`src/rtl/pipe_stage_reg_if.sv`:
```
// Handshake and payload bundle between a pipeline stage register and its
// neighbours. The slave side belongs to the stage register itself; the
// master side belongs to whatever drives and consumes it.
interface pipe_stage_reg_if #(
  parameter int DATA_W = 256,
  parameter int PC_W   = 32,
  parameter int TN_W   = 2,
  parameter int EXC_W  = 5
) ();

  // Upstream (entry offered to the stage)
  logic              in_valid;
  logic              in_ready;
  logic [PC_W-1:0]   in_pc;
  logic              in_bd;
  logic [EXC_W-1:0]  in_exc;
  logic [TN_W-1:0]   in_tnew;
  logic [DATA_W-1:0] in_data;

  // Downstream (head entry presented by the stage)
  logic              out_valid;
  logic              out_ready;
  logic [PC_W-1:0]   out_pc;
  logic              out_bd;
  logic [EXC_W-1:0]  out_exc;
  logic [TN_W-1:0]   out_tnew;
  logic [DATA_W-1:0] out_data;
  logic              out_bubble;

  modport master (
    output in_valid, in_pc, in_bd, in_exc, in_tnew, in_data, out_ready,
    input  in_ready, out_valid, out_pc, out_bd, out_exc, out_tnew,
           out_data, out_bubble
  );

  modport slave (
    input  in_valid, in_pc, in_bd, in_exc, in_tnew, in_data, out_ready,
    output in_ready, out_valid, out_pc, out_bd, out_exc, out_tnew,
           out_data, out_bubble
  );

endinterface

```
`src/rtl/pipe_stage_reg.sv`:
```
// Pipeline stage register built as a 2-entry skid buffer. Entries carry PC,
// branch-delay flag, exception code, Tnew countdown, payload and a bubble
// flag. A hazard stall (kill) turns the accepted entry into a bubble; an
// exception request (req) flushes everything and injects a bubble at the
// exception vector; reset injects a bubble at the reset vector.
module pipe_stage_reg #(
  parameter int              DATA_W   = 256,
  parameter int              PC_W     = 32,
  parameter int              TN_W     = 2,
  parameter int              EXC_W    = 5,
  parameter logic [PC_W-1:0] RESET_PC = 32'h3000,
  parameter logic [PC_W-1:0] EXC_PC   = 32'h4180
) (
  input  logic                  clk,
  input  logic                  reset,
  input  logic                  req,
  input  logic                  kill,
  pipe_stage_reg_if.slave       bus,
  output logic [1:0]            occupancy
);

  typedef struct packed {
    logic [PC_W-1:0]   pc;
    logic              bd;
    logic [EXC_W-1:0]  exc;
    logic [TN_W-1:0]   tnew;
    logic [DATA_W-1:0] data;
    logic              bubble;
  } entry_t;

  // Bubble entry parked at a given PC; used for reset and exception entry.
  function automatic entry_t bubble_at(input logic [PC_W-1:0] pc);
    entry_t e;
    e        = '0;
    e.pc     = pc;
    e.bubble = 1'b1;
    return e;
  endfunction

  entry_t     head_q, head_d;   // entry presented on out_*
  entry_t     skid_q, skid_d;   // second entry, valid only at occupancy 2
  logic [1:0] occ_q,  occ_d;
  entry_t     in_entry;
  logic       push, pop;

  // Ready and valid come purely from registered occupancy, so there is no
  // combinational path from out_ready back to in_ready.
  assign bus.in_ready  = (occ_q < 2'd2);
  assign bus.out_valid = (occ_q != 2'd0);
  assign occupancy     = occ_q;

  assign push = bus.in_valid  & bus.in_ready  & ~req;
  assign pop  = bus.out_valid & bus.out_ready & ~req;

  // The head register is only overwritten by a new head, so after the last
  // pop it keeps showing the entry that just left.
  assign bus.out_pc     = head_q.pc;
  assign bus.out_bd     = head_q.bd;
  assign bus.out_exc    = head_q.exc;
  assign bus.out_tnew   = head_q.tnew;
  assign bus.out_data   = head_q.data;
  assign bus.out_bubble = head_q.bubble;

  // Shape the offered entry: stalled entries become bubbles, live entries
  // have Tnew counted down by one with saturation at zero.
  always_comb begin
    // NOTE: every combinational output gets a default first so no path
    // leaves it unassigned, which would otherwise infer a latch.
    in_entry     = '0;
    in_entry.pc  = bus.in_pc;
    in_entry.bd  = bus.in_bd;
    in_entry.exc = bus.in_exc;
    if (kill) begin
      in_entry.bubble = 1'b1;
    end else begin
      in_entry.data   = bus.in_data;
      in_entry.tnew   = (bus.in_tnew != '0) ? bus.in_tnew - TN_W'(1) : '0;
      in_entry.bubble = 1'b0;
    end
  end

  // Next-state of the buffer: flush wins, otherwise apply push/pop.
  always_comb begin
    head_d = head_q;
    skid_d = skid_q;
    occ_d  = occ_q;
    if (req) begin
      head_d = bubble_at(EXC_PC);
      occ_d  = 2'd1;
    end else begin
      unique case ({push, pop})
        2'b10: begin
          if (occ_q == 2'd0) begin
            head_d = in_entry;
          end else begin
            skid_d = in_entry;
          end
          occ_d = occ_q + 2'd1;
        end
        2'b01: begin
          if (occ_q == 2'd2) begin
            head_d = skid_q;
          end
          occ_d = occ_q - 2'd1;
        end
        // Both only possible at occupancy 1: the new entry replaces the head.
        2'b11:   head_d = in_entry;
        default: ;
      endcase
    end
  end

  // State registers with synchronous active-low reset to the reset bubble.
  always_ff @(posedge clk) begin
    // NOTE: sequential state is written with non-blocking assignments so all
    // registers update together from pre-edge values.
    if (!reset) begin
      head_q <= bubble_at(RESET_PC);
      // NOTE: the skid slot is reset too even though occupancy masks it, so
      // nothing downstream can ever pick up an X from an unwritten slot.
      skid_q <= '0;
      occ_q  <= 2'd1;
    end else begin
      head_q <= head_d;
      skid_q <= skid_d;
      occ_q  <= occ_d;
    end
  end

endmodule

```
`src/flat_wrapper.sv`:
```
// flat-port wrapper written by rule: the top's interface ports become plain ports
module pipe_stage_reg_flat 
#(
  parameter int              DATA_W   = 256,
  parameter int              PC_W     = 32,
  parameter int              TN_W     = 2,
  parameter int              EXC_W    = 5,
  parameter logic [PC_W-1:0] RESET_PC = 32'h3000,
  parameter logic [PC_W-1:0] EXC_PC   = 32'h4180
)
  (clk, reset, req, kill, occupancy, bus_in_valid, bus_in_pc, bus_in_bd, bus_in_exc, bus_in_tnew, bus_in_data, bus_out_ready, bus_in_ready, bus_out_valid, bus_out_pc, bus_out_bd, bus_out_exc, bus_out_tnew, bus_out_data, bus_out_bubble);
  pipe_stage_reg_if #(.DATA_W(DATA_W), .PC_W(PC_W), .TN_W(TN_W), .EXC_W(EXC_W)) bus_i ();
  input  logic clk;
  input  logic reset;
  input  logic req;
  input  logic kill;
  output logic [1:0] occupancy;
  input wire logic [$bits(bus_i.in_valid)-1:0] bus_in_valid;
  input wire logic [$bits(bus_i.in_pc)-1:0] bus_in_pc;
  input wire logic [$bits(bus_i.in_bd)-1:0] bus_in_bd;
  input wire logic [$bits(bus_i.in_exc)-1:0] bus_in_exc;
  input wire logic [$bits(bus_i.in_tnew)-1:0] bus_in_tnew;
  input wire logic [$bits(bus_i.in_data)-1:0] bus_in_data;
  input wire logic [$bits(bus_i.out_ready)-1:0] bus_out_ready;
  output wire logic [$bits(bus_i.in_ready)-1:0] bus_in_ready;
  output wire logic [$bits(bus_i.out_valid)-1:0] bus_out_valid;
  output wire logic [$bits(bus_i.out_pc)-1:0] bus_out_pc;
  output wire logic [$bits(bus_i.out_bd)-1:0] bus_out_bd;
  output wire logic [$bits(bus_i.out_exc)-1:0] bus_out_exc;
  output wire logic [$bits(bus_i.out_tnew)-1:0] bus_out_tnew;
  output wire logic [$bits(bus_i.out_data)-1:0] bus_out_data;
  output wire logic [$bits(bus_i.out_bubble)-1:0] bus_out_bubble;
  assign bus_i.in_valid = bus_in_valid;
  assign bus_i.in_pc = bus_in_pc;
  assign bus_i.in_bd = bus_in_bd;
  assign bus_i.in_exc = bus_in_exc;
  assign bus_i.in_tnew = bus_in_tnew;
  assign bus_i.in_data = bus_in_data;
  assign bus_i.out_ready = bus_out_ready;
  assign bus_in_ready = bus_i.in_ready;
  assign bus_out_valid = bus_i.out_valid;
  assign bus_out_pc = bus_i.out_pc;
  assign bus_out_bd = bus_i.out_bd;
  assign bus_out_exc = bus_i.out_exc;
  assign bus_out_tnew = bus_i.out_tnew;
  assign bus_out_data = bus_i.out_data;
  assign bus_out_bubble = bus_i.out_bubble;
  pipe_stage_reg #(.DATA_W(DATA_W), .PC_W(PC_W), .TN_W(TN_W), .EXC_W(EXC_W), .RESET_PC(RESET_PC), .EXC_PC(EXC_PC)) u_core (.clk(clk), .reset(reset), .req(req), .kill(kill), .bus(bus_i), .occupancy(occupancy));
endmodule
```
`config.mk`:
```
export PLATFORM = sky130hd
export DESIGN_NAME = pipe_stage_reg_flat
export DESIGN_NICKNAME = d
export VERILOG_FILES = /design/src/rtl/pipe_stage_reg_if.sv /design/src/rtl/pipe_stage_reg.sv /design/src/flat_wrapper.sv
export SDC_FILE = /design/constraint.sdc
export NUM_CORES = 1
export LEC_CHECK = 0
export CAP_MARGIN = 20
export CELL_PAD_IN_SITES_DETAIL_PLACEMENT = 0
export CELL_PAD_IN_SITES_GLOBAL_PLACEMENT = 2
export CORE_ASPECT_RATIO = 2
export CORE_UTILIZATION = 32
export DETAILED_ROUTE_END_ITERATION = 10
export PLACE_DENSITY = 0.94
export SLEW_MARGIN = 5
export SYNTH_ARGS = -nofsm -noshare
export SYNTH_HDL_FRONTEND = slang
export SYNTH_SLANG_ARGS = --single-unit
```
`constraint.sdc`:
```
create_clock -name clk -period 5.07 [get_ports clk]
set_clock_uncertainty 0.2 [all_clocks]
set_input_delay 0.7605 -clock clk [delete_from_list [all_inputs] [get_ports clk]]
set_output_delay 0.7605 -clock clk [all_outputs]
set_load 0.005 [all_outputs]
```
After elaboration in Yosys (flattened, before gate mapping) --
Index checks and enable logic that the tools add are counted.
Word-level totals: bits in registers 596, input bits 302, output and inout bits 301, word-level logic and storage cells 51
Operators by class: add/sub/neg operators 3, magnitude comparators 1, eq/ne operators 8, muxes and demuxes 8, bitwise operators 7, reduce and logical (&&, ||, !) cells 10
Operators by type and width (number):
- $pmux W297 S3 | 1
- $mux W297 | 2
- $mux W280 | 1
- $mux W258 | 1
- $reduce_and A3 Y1 | 3
- $eq A2 B2 Y1 const B | 3
- $ne A3 B2 Y1 const B | 2
- $reduce_bool A2 Y1 | 3
- $and A1 B1 Y1 | 4
- $ne A2 B1 Y1 const B | 2
- $pmux W2 S2 | 1
- $reduce_bool A4 Y1 | 1
- $sub A2 B1 Y2 const B | 2
- $not A1 Y1 | 3
- $reduce_bool A3 Y1 | 1
- $add A2 B1 Y2 const B | 1
- $eq A2 B1 Y1 const B | 1
- $logic_not A2 Y1 | 1
- $lt A2 B2 Y1 const B | 1
- $mux W2 | 1
- $reduce_or A2 Y1 | 1
- $mux W1 | 1

Logic depth before layout (Yosys ltp) --
word-level depth 6, depth in mapped cells 12, mapped depth without buffers 8

Worst setup path before layout --
Ideal clock, no wire load.
path kind input to register, start input req, end register u_core.head_q (netlist bit u_core.bus.out_exc[4]), library setup time 0.116 ns, arrival 2.788 ns, required time 4.754 ns, path slack 1.967 ns, stages on the path 11, buffers on the path 4, cells stage by stage buf_2 > o21ba_2 > nand2_1 > ha_1 > or3b_1 > o21a_1 > or2_1 > buf_6 > buf_6 > buf_2 > a31o_1
On the way: word-level cells in the longest chain between the ends 5, elaborated cells on any way between the ends 12, classes of those cells eq/ne: 5; mux: 1; bitwise: 3; reduce/logical: 3
Ends and longest elaborated chain:
- start: declaration | RTL line flat_wrapper.sv:15 | input logic req;
- $not A1 Y1 (no line)
- $and A1 B1 Y1 (on tied branches) | RTL line pipe_stage_reg.sv:53, pipe_stage_reg.sv:52
- $eq A2 B1 Y1 / $eq A2 B2 Y1 (equally long branches) | RTL line pipe_stage_reg.sv:91 | unique case ({push, pop})
- $ne A2 B1 Y1 (no line) / $reduce_bool A3 Y1 (equally long branches)
- $reduce_and A3 Y1 (no line)
- end signal: assignment | RTL line pipe_stage_reg.sv:118 | head_q <= bubble_at(RESET_PC);
- end: declaration | RTL line pipe_stage_reg.sv:40 | entry_t head_q, head_d;
Parallel ways exist; a longest one is shown, timed or not. A chain may end at the register's enable or synchronous reset.

Final worst setup path --
start input req, end register u_core.head_q (netlist bit u_core.bus.out_data[130])
The elaborated chain is that of the path after synthesis.

==> summary.txt <==
Status
  – Status: complete, no violations

Layout
  – Synthesis-to-finish area growth: 32.05%
  – Multi-input gate area: 12120 um^2
  – FF+latch area: 11930 um^2
  – Fillers: between 8k and 9k
  – Layout cells sized above 1: around 5.0%
  – Number of nets at the end of the flow: between 3k and 4k
  – Non-filler instance count after layout: 4489

STA
  – Fin crit share: 76.76%
  – F_max: between 0.2 and 0.3 GHz
  – Minimum clock period: 3892 ps
  – Final setup margin: ~1200 ps
  – Hold Vio Cnt, Final: 0
  – Setup TNS: 0 ps
  – Worst-Margin Slew: 1237 ps
  – WHS: approximately 250 ps
  – Pins Over Slew Limit: 0
  – RSZ-0062 raised after global routing: false
  – Final setup violation count: 0
  – Max-slew headroom: ~18%

Power and ir drop
  – Clock share of power: 40.9%
  – Leak: 10.62 nW
  – Power Density: between 300 and 400 nW/um^2
  – Sw Pwr: around 3 mW
  – Sequential power share: 43.9%
  – Sw Ratio: a little over a quarter
  – VDD IR max: 0.0002421 V
  – Gate power share: 15.2%
  – Internal power: about 8.3 mW

Synthesis
  – Synth Register Bits: 596
  – Post-synth EDFFs: 0
  – Primary FF master, synth: dfxtp_1
  – Largest area contributor in the netlist: dfxtp_1
  – Synth Area per Inst: 8.797 um^2
  – Share of flip-flops with an asynchronous set or reset: 0%
  – Sequential area share after synthesis: 44.94%
  – YS warnings: 0
  – Top post-synthesis cells by area: dfxtp_1, a2111oi_0, a211oi_1, nand3b_1, nor3b_1
  – Syn_nets: roughly 3.3k
  – Synth cell types: 39
  – Mapped Cells: 3018
  – Top cell type's share of synthesized area: 44.94%
  – Commonest cells post-synth: dfxtp_1, nand2_1, clkbuf_1
  – Cell Area, Synth: 26550 um^2
  – Most common cell in the netlist: dfxtp_1

Place
  – I/O Buffers: 602
  – Final GP Congestion: roughly 0.79
  – DP Cell Count: about 4.4k
  – Hpwl dp: 56.18 mm
  – Worst slack at placement: approximately 560 ps

Worst setup path
  – Critical Path RT: 5320 ps
  – Crit. Startpoint: req
  – Slowest cell on crit path: buf_12
  – Worst-path fanout max: 209
  – Crit path cell chain: clkdlybuf4s50_1 > inv_1 > nand3_1 > inv_1 > ha_1 > o21a_1 > o21a_4 > or2_4 > buf_12 > a211oi_1
  – CP Class: in2reg
  – WP buf/inv: 4
  – CP Launch Type: primary input
  – Max incr delay on CP: 610 ps
  – Crit path arrival time: 4140 ps
  – Reg2reg start: u_core.occupancy[0]
  – CP Capture Type: flip-flop
  – Most used cell, CP: inv_1
  – Top cell family by delay on the critical path: buffers and inverters

Clock network
  – Clock sinks: 596
  – Clock latency at the later pin of the worst-skew pair: 630 ps
  – Cts repair resizes: 0
  – H-tree Lvls: 2
  – CTS Root Buffer Type: clkbuf_16
  – TritonCTS clock tree: yes
  – Hold-fix buffers, CTS: 0
  – Clk buf depth: 3
  – Clk slew on worst S/H paths: 70 ps
  – Postcts setup bufs: 0
  – CTS Buf Count: 56

Die
  – Core box area: 82220 um^2
  – Die H: 409.3 um
  – Initial Util: 32.29%
  – DIE AREA: 84190 um^2
  – Rows: 149
  – Die X: 205.7 um
  – I/O Pins: between 600 and 700

Global routing
  – Vias in the first global route: between 20k and 25k
  – Largest net degree at the start of global routing: 223
  – GRT Overall Usage: 20.98%
  – Antenna violations before repair: 9
  – First-pass GRT wire length: 140.5 mm
  – Grt ovf: 0

Routing
  – WL final: between 90 and 100 mm
  – DR WL/cell: just over 20 um
  – Post-DRT Antenna Nets: 0
  – DR vias: approximately 24k
  – Via density: 5.370
  – # DRC: 0
  – Pre-Repair DR Iteration Count: 5
  – Drt first-iter violations: 1487

Worst hold path
  – Min-delay worst type: reg2reg
  – Hold path startpoint: u_core.skid_q[85]

Run
  – Max Cap Viol: 0
==> worst min-delay path, cell delays in order, from the launching register on <==
cell and delay (ps):
dfxtp_1 310, nand2_1 50, a21oi_1 50
==> layer usage <==
| metal | track usage, % | wire [um] | vias up |
|---|---|---|---|
| li1 | - | - | 11600 |
| met2 | 34.42 | 43580 | 711 |
| met5 | 0 | 79 | - |
| met4 | 7.075 | 2623 | 12 |
| met1 | 26.19 | 39170 | 11650 |
| met3 | 5.640 | 7035 | 135 |
==> sequential cells by signal, indices dropped and copies added (netlist names) <==
register,count
u_core.occupancy,2
u_core.bus.out_data,256
u_core.skid_q,297
u_core.bus.out_tnew,2
u_core.bus.out_exc,5
u_core.bus.out_bubble,1
u_core.bus.out_bd,1
u_core.bus.out_pc,32
==> logic make-up after synthesis <==
kind of cell             synth area share (%)
AO/OA/AOI/OAI                           23.12
XOR/XNOR                              0.09899
adder cells (fa/ha/maj)                0.1885
buffers and inverters                   9.610
flip-flops                              44.94
multiplexers                            1.560
AND/OR/NAND/NOR                         20.48
==> worst paths after layout <==
check,to,slack (ps),cells past startpoint
hold / removal,u_core.skid_q[85],250,2
setup reg to reg,u_core.bus.out_data[118],1540,9
setup / recovery,u_core.bus.out_data[130],1180,10
hold reg to reg,u_core.skid_q[85],250,2
==> metrics by stage <==
stage | instance area, um^2 | total power [mW] | util, %
floorplan | 26550 | 5.926 | -
global placement | 33050 | 6.761 | 40.20
detailed placement | 33050 | 6.771 | 40.20
CTS | 35040 | 11.41 | 42.63
global route | 35050 | 11.72 | 42.64
finish | 35060 | 11.27 | 42.64
==> power by group through the flow <==
| stage | Sequential [mW] | Combinational, mW | Clock, mW |
|---|---|---|---|
| 2_1_floorplan | 5.04 | 0.887 | 0 |
| 3_3_place_gp | 5.06 | 1.70 | 0 |
| 3_5_place_dp | 5.06 | 1.72 | 0 |
| 4_1_cts | 4.95 | 1.72 | 4.74 |
| 5_1_grt | 4.97 | 1.85 | 4.90 |
| 6_report | 4.95 | 1.71 | 4.61 |
==> placed cells by master, fill, tap and decap left out, drive strengths merged, types with 5 or more instances in the layout <==
cell type / instances
mux2i: 38
a21oi: 266
buf: 54
nor4: 34
a211oi: 258
nor3b: 256
nand3b: 256
dfxtp: 596
clkbuf: 82
clkinv: 14
nand2: 341
diode: 5
a31o: 33
a2111oi: 258
a21boi: 32
inv: 266
clkdlybuf4s50: 600
bufinv: 6
==> final cells by class <==
| class | instances | area share [%] |
|---|---|---|
| Tap cell | 1057 | 3.772 |
| Antenna cell | 5 | 0.03569 |
| Clock buffer | 82 | 4.854 |
| Timing Repair Buffer | 654 | 19.05 |
| Sequential cell | 596 | 34.03 |
| Clock inverter | 24 | 0.8423 |
| Inverter | 263 | 2.837 |
| Multi-Input combinational cell | 1808 | 34.57 |
No activity file was read; power rests on OpenSTA's default activity.
